## src/rtl/prog_loader.sv

```systemverilog
// prog_loader: upstream programming stage for cpu_top.
// Takes a valid/ready byte stream carrying a 12-bit length header (2 bytes,
// upper nibble of the first byte ignored) followed by big-endian 32-bit words.
// It writes each word into CPU memory via the programming port, then runs the
// CPU start sequence (cpu_en high, cpu_reset pulse of RST_CYCLES cycles).
// Ports:
//   main_clk, reset          clock, async active-high reset
//   start                    one-cycle load request (honoured in IDLE/RUN only)
//   byte_in/valid/ready      input byte stream handshake
//   clr_mem                  one-cycle memory clear pulse (CLEAR_FIRST=1)
//   mem_en/read_write/address/data_in   cpu_top programming port
//   cpu_en, cpu_reset        CPU run control
//   busy, done, err          status (done = pulse on RUN entry, err sticky)
module prog_loader #(
    parameter logic [11:0] BASE_ADDR   = 12'h000,
    parameter int          RST_CYCLES  = 1,
    parameter bit          CLEAR_FIRST = 1'b1
) (
    input  logic        main_clk,
    input  logic        reset,
    input  logic        start,
    input  logic [7:0]  byte_in,
    input  logic        byte_valid,
    output logic        byte_ready,
    output logic        clr_mem,
    output logic        mem_en,
    output logic        read_write,
    output logic [11:0] address,
    output logic [31:0] data_in,
    output logic        cpu_en,
    output logic        cpu_reset,
    output logic        busy,
    output logic        done,
    output logic        err
);
    typedef enum logic [2:0] {
        S_IDLE, S_CLEAR, S_HDR_HI, S_HDR_LO, S_COLLECT, S_WRITE, S_START, S_RUN
    } state_t;

    state_t      state_q, state_d;
    logic [11:0] count_q, count_d;
    logic [1:0]  idx_q, idx_d;
    logic [11:0] addr_q, addr_d;
    logic [31:0] word_q, word_d;
    logic [15:0] rcnt_q, rcnt_d;
    logic        err_d, clr_mem_d, mem_en_d, cpu_en_d, cpu_reset_d, busy_d, done_d;
    logic [11:0] address_d;
    logic [31:0] data_in_d;
    logic        xfer;

    // Ready depends on state only so upstream can never create a comb loop.
    assign byte_ready = (state_q == S_HDR_HI) || (state_q == S_HDR_LO) ||
                        (state_q == S_COLLECT);
    assign xfer = byte_valid & byte_ready;

    always_comb begin
        state_d = state_q;
        count_d = count_q;
        idx_d   = idx_q;
        addr_d  = addr_q;
        word_d  = word_q;
        rcnt_d  = rcnt_q;
        err_d   = err;
        case (state_q)
            S_IDLE, S_RUN: begin
                if (start) begin
                    err_d   = 1'b0;
                    state_d = CLEAR_FIRST ? S_CLEAR : S_HDR_HI;
                end
            end
            S_CLEAR: state_d = S_HDR_HI;
            S_HDR_HI: begin
                if (xfer) begin
                    count_d = {byte_in[3:0], count_q[7:0]};
                    state_d = S_HDR_LO;
                end
            end
            S_HDR_LO: begin
                if (xfer) begin
                    count_d = {count_q[11:8], byte_in};
                    if ({count_q[11:8], byte_in} == 12'h000) begin
                        err_d   = 1'b1;
                        state_d = S_IDLE;
                    end else begin
                        idx_d   = 2'd0;
                        addr_d  = BASE_ADDR;
                        state_d = S_COLLECT;
                    end
                end
            end
            S_COLLECT: begin
                if (xfer) begin
                    word_d = {word_q[23:0], byte_in};
                    idx_d  = idx_q + 2'd1;   // wraps to 0 after the 4th byte
                    if (idx_q == 2'd3) state_d = S_WRITE;
                end
            end
            S_WRITE: begin
                count_d = count_q - 12'd1;
                addr_d  = addr_q + 12'd1;
                rcnt_d  = 16'd0;
                state_d = (count_q == 12'd1) ? S_START : S_COLLECT;
            end
            S_START: begin
                if (rcnt_q == 16'(RST_CYCLES - 1)) state_d = S_RUN;
                else rcnt_d = rcnt_q + 16'd1;
            end
            default: state_d = S_IDLE;
        endcase

        // Outputs are registered from the next state so they line up with it.
        clr_mem_d   = (state_d == S_CLEAR);
        mem_en_d    = (state_d == S_WRITE);
        cpu_en_d    = (state_d == S_START) || (state_d == S_RUN);
        cpu_reset_d = (state_d == S_START);
        busy_d      = (state_d != S_IDLE) && (state_d != S_RUN);
        done_d      = (state_d == S_RUN) && (state_q != S_RUN);
        address_d   = mem_en_d ? addr_q : address;
        data_in_d   = mem_en_d ? word_d : data_in;
    end

    always_ff @(posedge main_clk or posedge reset) begin
        if (reset) begin
            state_q    <= S_IDLE;
            count_q    <= '0;
            idx_q      <= '0;
            addr_q     <= '0;
            word_q     <= '0;
            rcnt_q     <= '0;
            err        <= 1'b0;
            clr_mem    <= 1'b0;
            mem_en     <= 1'b0;
            read_write <= 1'b0;
            address    <= '0;
            data_in    <= '0;
            cpu_en     <= 1'b0;
            cpu_reset  <= 1'b0;
            busy       <= 1'b0;
            done       <= 1'b0;
        end else begin
            state_q    <= state_d;
            count_q    <= count_d;
            idx_q      <= idx_d;
            addr_q     <= addr_d;
            word_q     <= word_d;
            rcnt_q     <= rcnt_d;
            err        <= err_d;
            clr_mem    <= clr_mem_d;
            mem_en     <= mem_en_d;
            read_write <= mem_en_d;
            address    <= address_d;
            data_in    <= data_in_d;
            cpu_en     <= cpu_en_d;
            cpu_reset  <= cpu_reset_d;
            busy       <= busy_d;
            done       <= done_d;
        end
    end
endmodule

```

## config.mk

```make
export PLATFORM = sky130hd
export DESIGN_NAME = prog_loader
export DESIGN_NICKNAME = d
export VERILOG_FILES = /design/src/rtl/prog_loader.sv
export SDC_FILE = /design/constraint.sdc
export NUM_CORES = 1
export LEC_CHECK = 0
export ABC_AREA = 0
export CAP_MARGIN = 20
export CORE_MARGIN = 2
export CORE_UTILIZATION = 50
export DETAILED_ROUTE_END_ITERATION = 6
export GPL_TIMING_DRIVEN = 0
export PLACE_DENSITY = 0.73
export REMOVE_ABC_BUFFERS = 1
export SYNTH_ARGS = -nofsm -noshare
export SYNTH_HDL_FRONTEND = slang
export SYNTH_SLANG_ARGS = --single-unit
```

## constraint.sdc

```tcl
create_clock -name main_clk -period 6.7 [get_ports main_clk]
set_input_delay 1.005 -clock main_clk [delete_from_list [all_inputs] [get_ports main_clk]]
set_output_delay 1.005 -clock main_clk [all_outputs]
set_load 0.01 [all_outputs]
```

==> qor.txt <==
CTS
-----------------------------------------------------------------------------------------------------------------
Skew-Pair Late Insertion Delay                                                                            0.42 ns
Number of buffers inserted during clock tree synthesis                                                         17
Clock edge transition at the registers on the reported setup and hold paths                               0.06 ns
Maximum number of buffers from clock root to sink                                                               2
Hold-fix buffers at CTS                                                                                         0
Num Clock Sinks                                                                                               128
CTS tree                                                                                                    built
Count of H-tree levels built during CTS                                                                         4
Setup Buffers After CTS                                                                                         0
Cts repair resizes                                                                                              0
Clock Tree Root                                                                                      sky130_fd_sc_hd__clkbuf_16

LOGIC SYNTHESIS
-----------------------------------------------------------------------------------------------------------------
Largest family of logic cells by synthesized area                                                    multiplexers
Synth Cell Area                                                                                          5870 µm²
Synthesized-area fraction occupied by and/or/nand/nor cells                                                 14.3%
Multiplexer fraction of the synthesized cell area                                                           16.7%
EDFF count, synth                                                                                               0
Arithmetic-cell share of the synthesized area counting full adders, half adders and majority gates          1.28%
Top cell type by total area after synthesis                                                          sky130_fd_sc_hd__dfrtp_1
Post-synthesis area per instance                                                                         11.9 µm²
Xor and xnor area share after synthesis                                                                        0%
Leading cell types by count after synthesis                                                          sky130_fd_sc_hd__dfrtp_1 (128), sky130_fd_sc_hd__mux2_1 (47), sky130_fd_sc_hd__nand2_1 (37), sky130_fd_sc_hd__mux2_2 (31)
Seq cells post-synth                                                                                          128
Leading register cell type out of synthesis                                                          sky130_fd_sc_hd__dfrtp_1
Number of instances in the synthesized netlist                                                                494
Area share of the leading cell type in the synthesized netlist                                              54.6%
Library cells used by synthesis                                                                                57
Total of warnings raised by yosys                                                                               0
Async set-or-reset flop fraction in the synthesized netlist                                                  100%
Post-synthesis sequential area ratio                                                                        54.6%
Fraction of the mapped netlist area in compound gates                                                       9.62%
Largest cells by area after synthesis                                                                sky130_fd_sc_hd__dfrtp_1 (55%), sky130_fd_sc_hd__mux2_1 (9.0%), sky130_fd_sc_hd__mux2_2 (6.0%)
Most repeated cell in the gate-level netlist after synthesis                                         sky130_fd_sc_hd__dfrtp_1

ROUTING
-----------------------------------------------------------------------------------------------------------------
Remaining antenna violation count after routing                                                                 0
Via count                                                                                                    4129
Final routed wirelength across all metal layers                                                          11700 µm
Vias per Instance                                                                                            5.84
DRC violation total after the first TritonRoute iteration                                                     163
Detailed-router iteration count before antenna repair                                                           4
Per-cell routed wire length                                                                               16.6 µm
Number of design rule violations left after detail routing                                                      0

GRT
-----------------------------------------------------------------------------------------------------------------
Vias in the first global route                                                                               4165
Number of antenna violations at the first check in global routing                                               0
First-pass GRT wire length                                                                               20100 µm
Maximum number of pins on one net before global-route repair                                                   67
GRT Total Usage                                                                                             20.2%
Aggregate global routing overflow                                                                               0

POWER AND IR DROP
-----------------------------------------------------------------------------------------------------------------
Maximum ir drop on the vdd rail                                                                        0.000229 V
Power per unit of standard cell area                                                                   376 nW/µm²
Relative contribution of the clock network to total power                                                   33.4%
Total leakage power                                                                                       3.21 nW
Switching power of the nets                                                                              0.842 mW
Cell-internal power                                                                                       1.87 mW
Reg power frac                                                                                              41.5%
Total Power                                                                                               2.71 mW
Switching Share                                                                                             31.1%
Logic pwr share                                                                                             25.1%

RUN STATUS
-----------------------------------------------------------------------------------------------------------------
Outcome                                                                                              complete, no violations

FLOORPLANNING
-----------------------------------------------------------------------------------------------------------------
Total Die Area                                                                                          12600 µm²
Ports placed on the boundary                                                                                   65
Core outline area                                                                                       11400 µm²
Initial core utilization                                                                                    51.4%
Chip Height                                                                                                112 µm
X dimension of the die                                                                                     112 µm
Std-Cell Rows                                                                                                  39

CRITICAL PATH
-----------------------------------------------------------------------------------------------------------------
Setup crit end kind                                                                                      register
Crit start category                                                                                    input port
Critical path class                                                                                  input port to register
Req. time, crit path                                                                                      7.01 ns
Maximum fanout encountered on the critical timing path                                                         33
Data arrival time of the critical path                                                                    4.12 ns

WORST HOLD PATH
-----------------------------------------------------------------------------------------------------------------
Class of the tightest hold or removal check                                                          register to register

LAYOUT
-----------------------------------------------------------------------------------------------------------------
Nets                                                                                                          569
Fraction of final layout cells with drive strength greater than 1                                           12.6%
Area Growth Syn to Fin                                                                                      22.7%
Diodes inserted                                                                                                 0
Final core utilization                                                                                      63.0%
Filler cell count                                                                                             930
Finished Layout Cells                                                                                         707

TIMING
-----------------------------------------------------------------------------------------------------------------
Unrepaired setup endpoints after global routing                                                                no
Number of hold violations in the final report                                                                   0
Max-slew violation total from the final report                                                                  0
Slew at the pin closest to its max-slew limit                                                            0.917 ns
Final period util                                                                                           57.0%
Final Setup Violations                                                                                          0
Tmin final                                                                                                3.82 ns
Maximum clock frequency                                                                                 0.262 GHz
Final clock skew                                                                                       0.00762 ns
Normalized max-slew margin                                                                                  38.7%

RUN
-----------------------------------------------------------------------------------------------------------------
Max-cap violation count                                                                                         0

PLACEMENT
-----------------------------------------------------------------------------------------------------------------
# placed instances                                                                                            674
IO Port Bufs                                                                                                   64
Global placer's final weighted congestion                                                                   0.871
Half-perimeter wire length after placement                                                                7920 µm

[layer usage]
layer	vias to the layer above	GRT usage (%)	routed length, µm
met3	21	5.89	546
met1	2053	25.6	5200
li1	1961	-	-
met2	94	32.4	5700
met4	0	8.94	289
met5	-	0	0
[critical path: stages]
cell and delay, ns:
sky130_fd_sc_hd__clkdlybuf4s50_1 0.62, sky130_fd_sc_hd__nor4bb_4 0.79, sky130_fd_sc_hd__nand2_1 0.56, sky130_fd_sc_hd__inv_2 0.71
sky130_fd_sc_hd__mux2_2 0.41
[state kept, by name, indices dropped and copies added (netlist names)]
signal,flops
data_in,32
word_q,32
rcnt_q,16
addr_q,12
address,12
count_q,12
state_q,3
idx_q,2
busy,1
clr_mem,1
cpu_en,1
cpu_reset,1
done,1
err,1
read_write,1
[cell type report]
type | instances | area, µm² | area share [%]
sequential | 128 | 3200 | 44.5
multi-input combinational | 325 | 2470 | 34.4
timing repair buffer | 68 | 706 | 9.81
clock buffer | 20 | 457 | 6.35
tap | 143 | 179 | 2.49
clock inverter | 12 | 134 | 1.86
inverter | 11 | 46.3 | 0.643
[kinds of logic (layout without fill, tap and decap cells)]
| group | after synthesis | in the layout |
|---|---|---|
| AOI/OAI and AO/OA | 87 | 87 |
| DFF | 128 | 128 |
| adders and majority gates | 6 | 6 |
| and+or+nand+nor | 144 | 144 |
| muxes | 88 | 88 |
| buffers and inverters | 41 | 111 |
[power groups by stage]
stage	clock, mW	sequential [mW]	combinational (mW)
3_3_place_gp	0	1.12	0.652
4_1_cts	0.925	1.12	0.682
5_1_grt	0.953	1.16	0.756
6_report	0.905	1.12	0.679
2_1_floorplan	0	1.11	0.420
3_5_place_dp	0	1.13	0.678
[final timing paths]
check,start,endpoint,slack [ns],depth (start not counted)
setup / recovery,byte_valid,data_in[14]$_DFFE_PP0N_,2.88,5
hold / removal,word_q[27]$_DFF_PP0_,word_q[27]$_DFF_PP0_,0.48,1
setup reg to reg,state_q[0]$_DFF_PP0_,data_in[14]$_DFFE_PP0N_,3.40,4
hold reg to reg,word_q[27]$_DFF_PP0_,word_q[27]$_DFF_PP0_,0.48,1
max in group asynchronous,reset,rcnt_q[10]$_DFFE_PP0P_,4.96,3
min in group asynchronous,reset,data_in[24]$_DFFE_PP0N_,1.02,2
[placed cells by master, fill, tap and decap left out, drive strengths merged, types with 12 or more instances in the layout]
cell,n
nand2,37
a21oi,21
clkdlybuf4s50,64
clkbuf,20
dfrtp,128
or4,15
mux2,78
o21ai,23
inv,12
nor2,16
[stage by stage]
stage / instance area [µm²] / hold slack [ns] / TNS (ns) / setup WS (ns)
after floorplan: 5700 / 0.446 / -10.83 / -0.341
after global placement: 6520 / 0.459 / -192.04 / -3.90
after detailed placement: 6600 / 0.466 / 0 / 2.37
after CTS: 7190 / 0.479 / 0 / 2.79
after global routing: 7200 / 0.511 / 0 / 2.63
final: 7200 / 0.480 / 0 / 2.88
No activity file was read; power rests on OpenSTA's default activity.
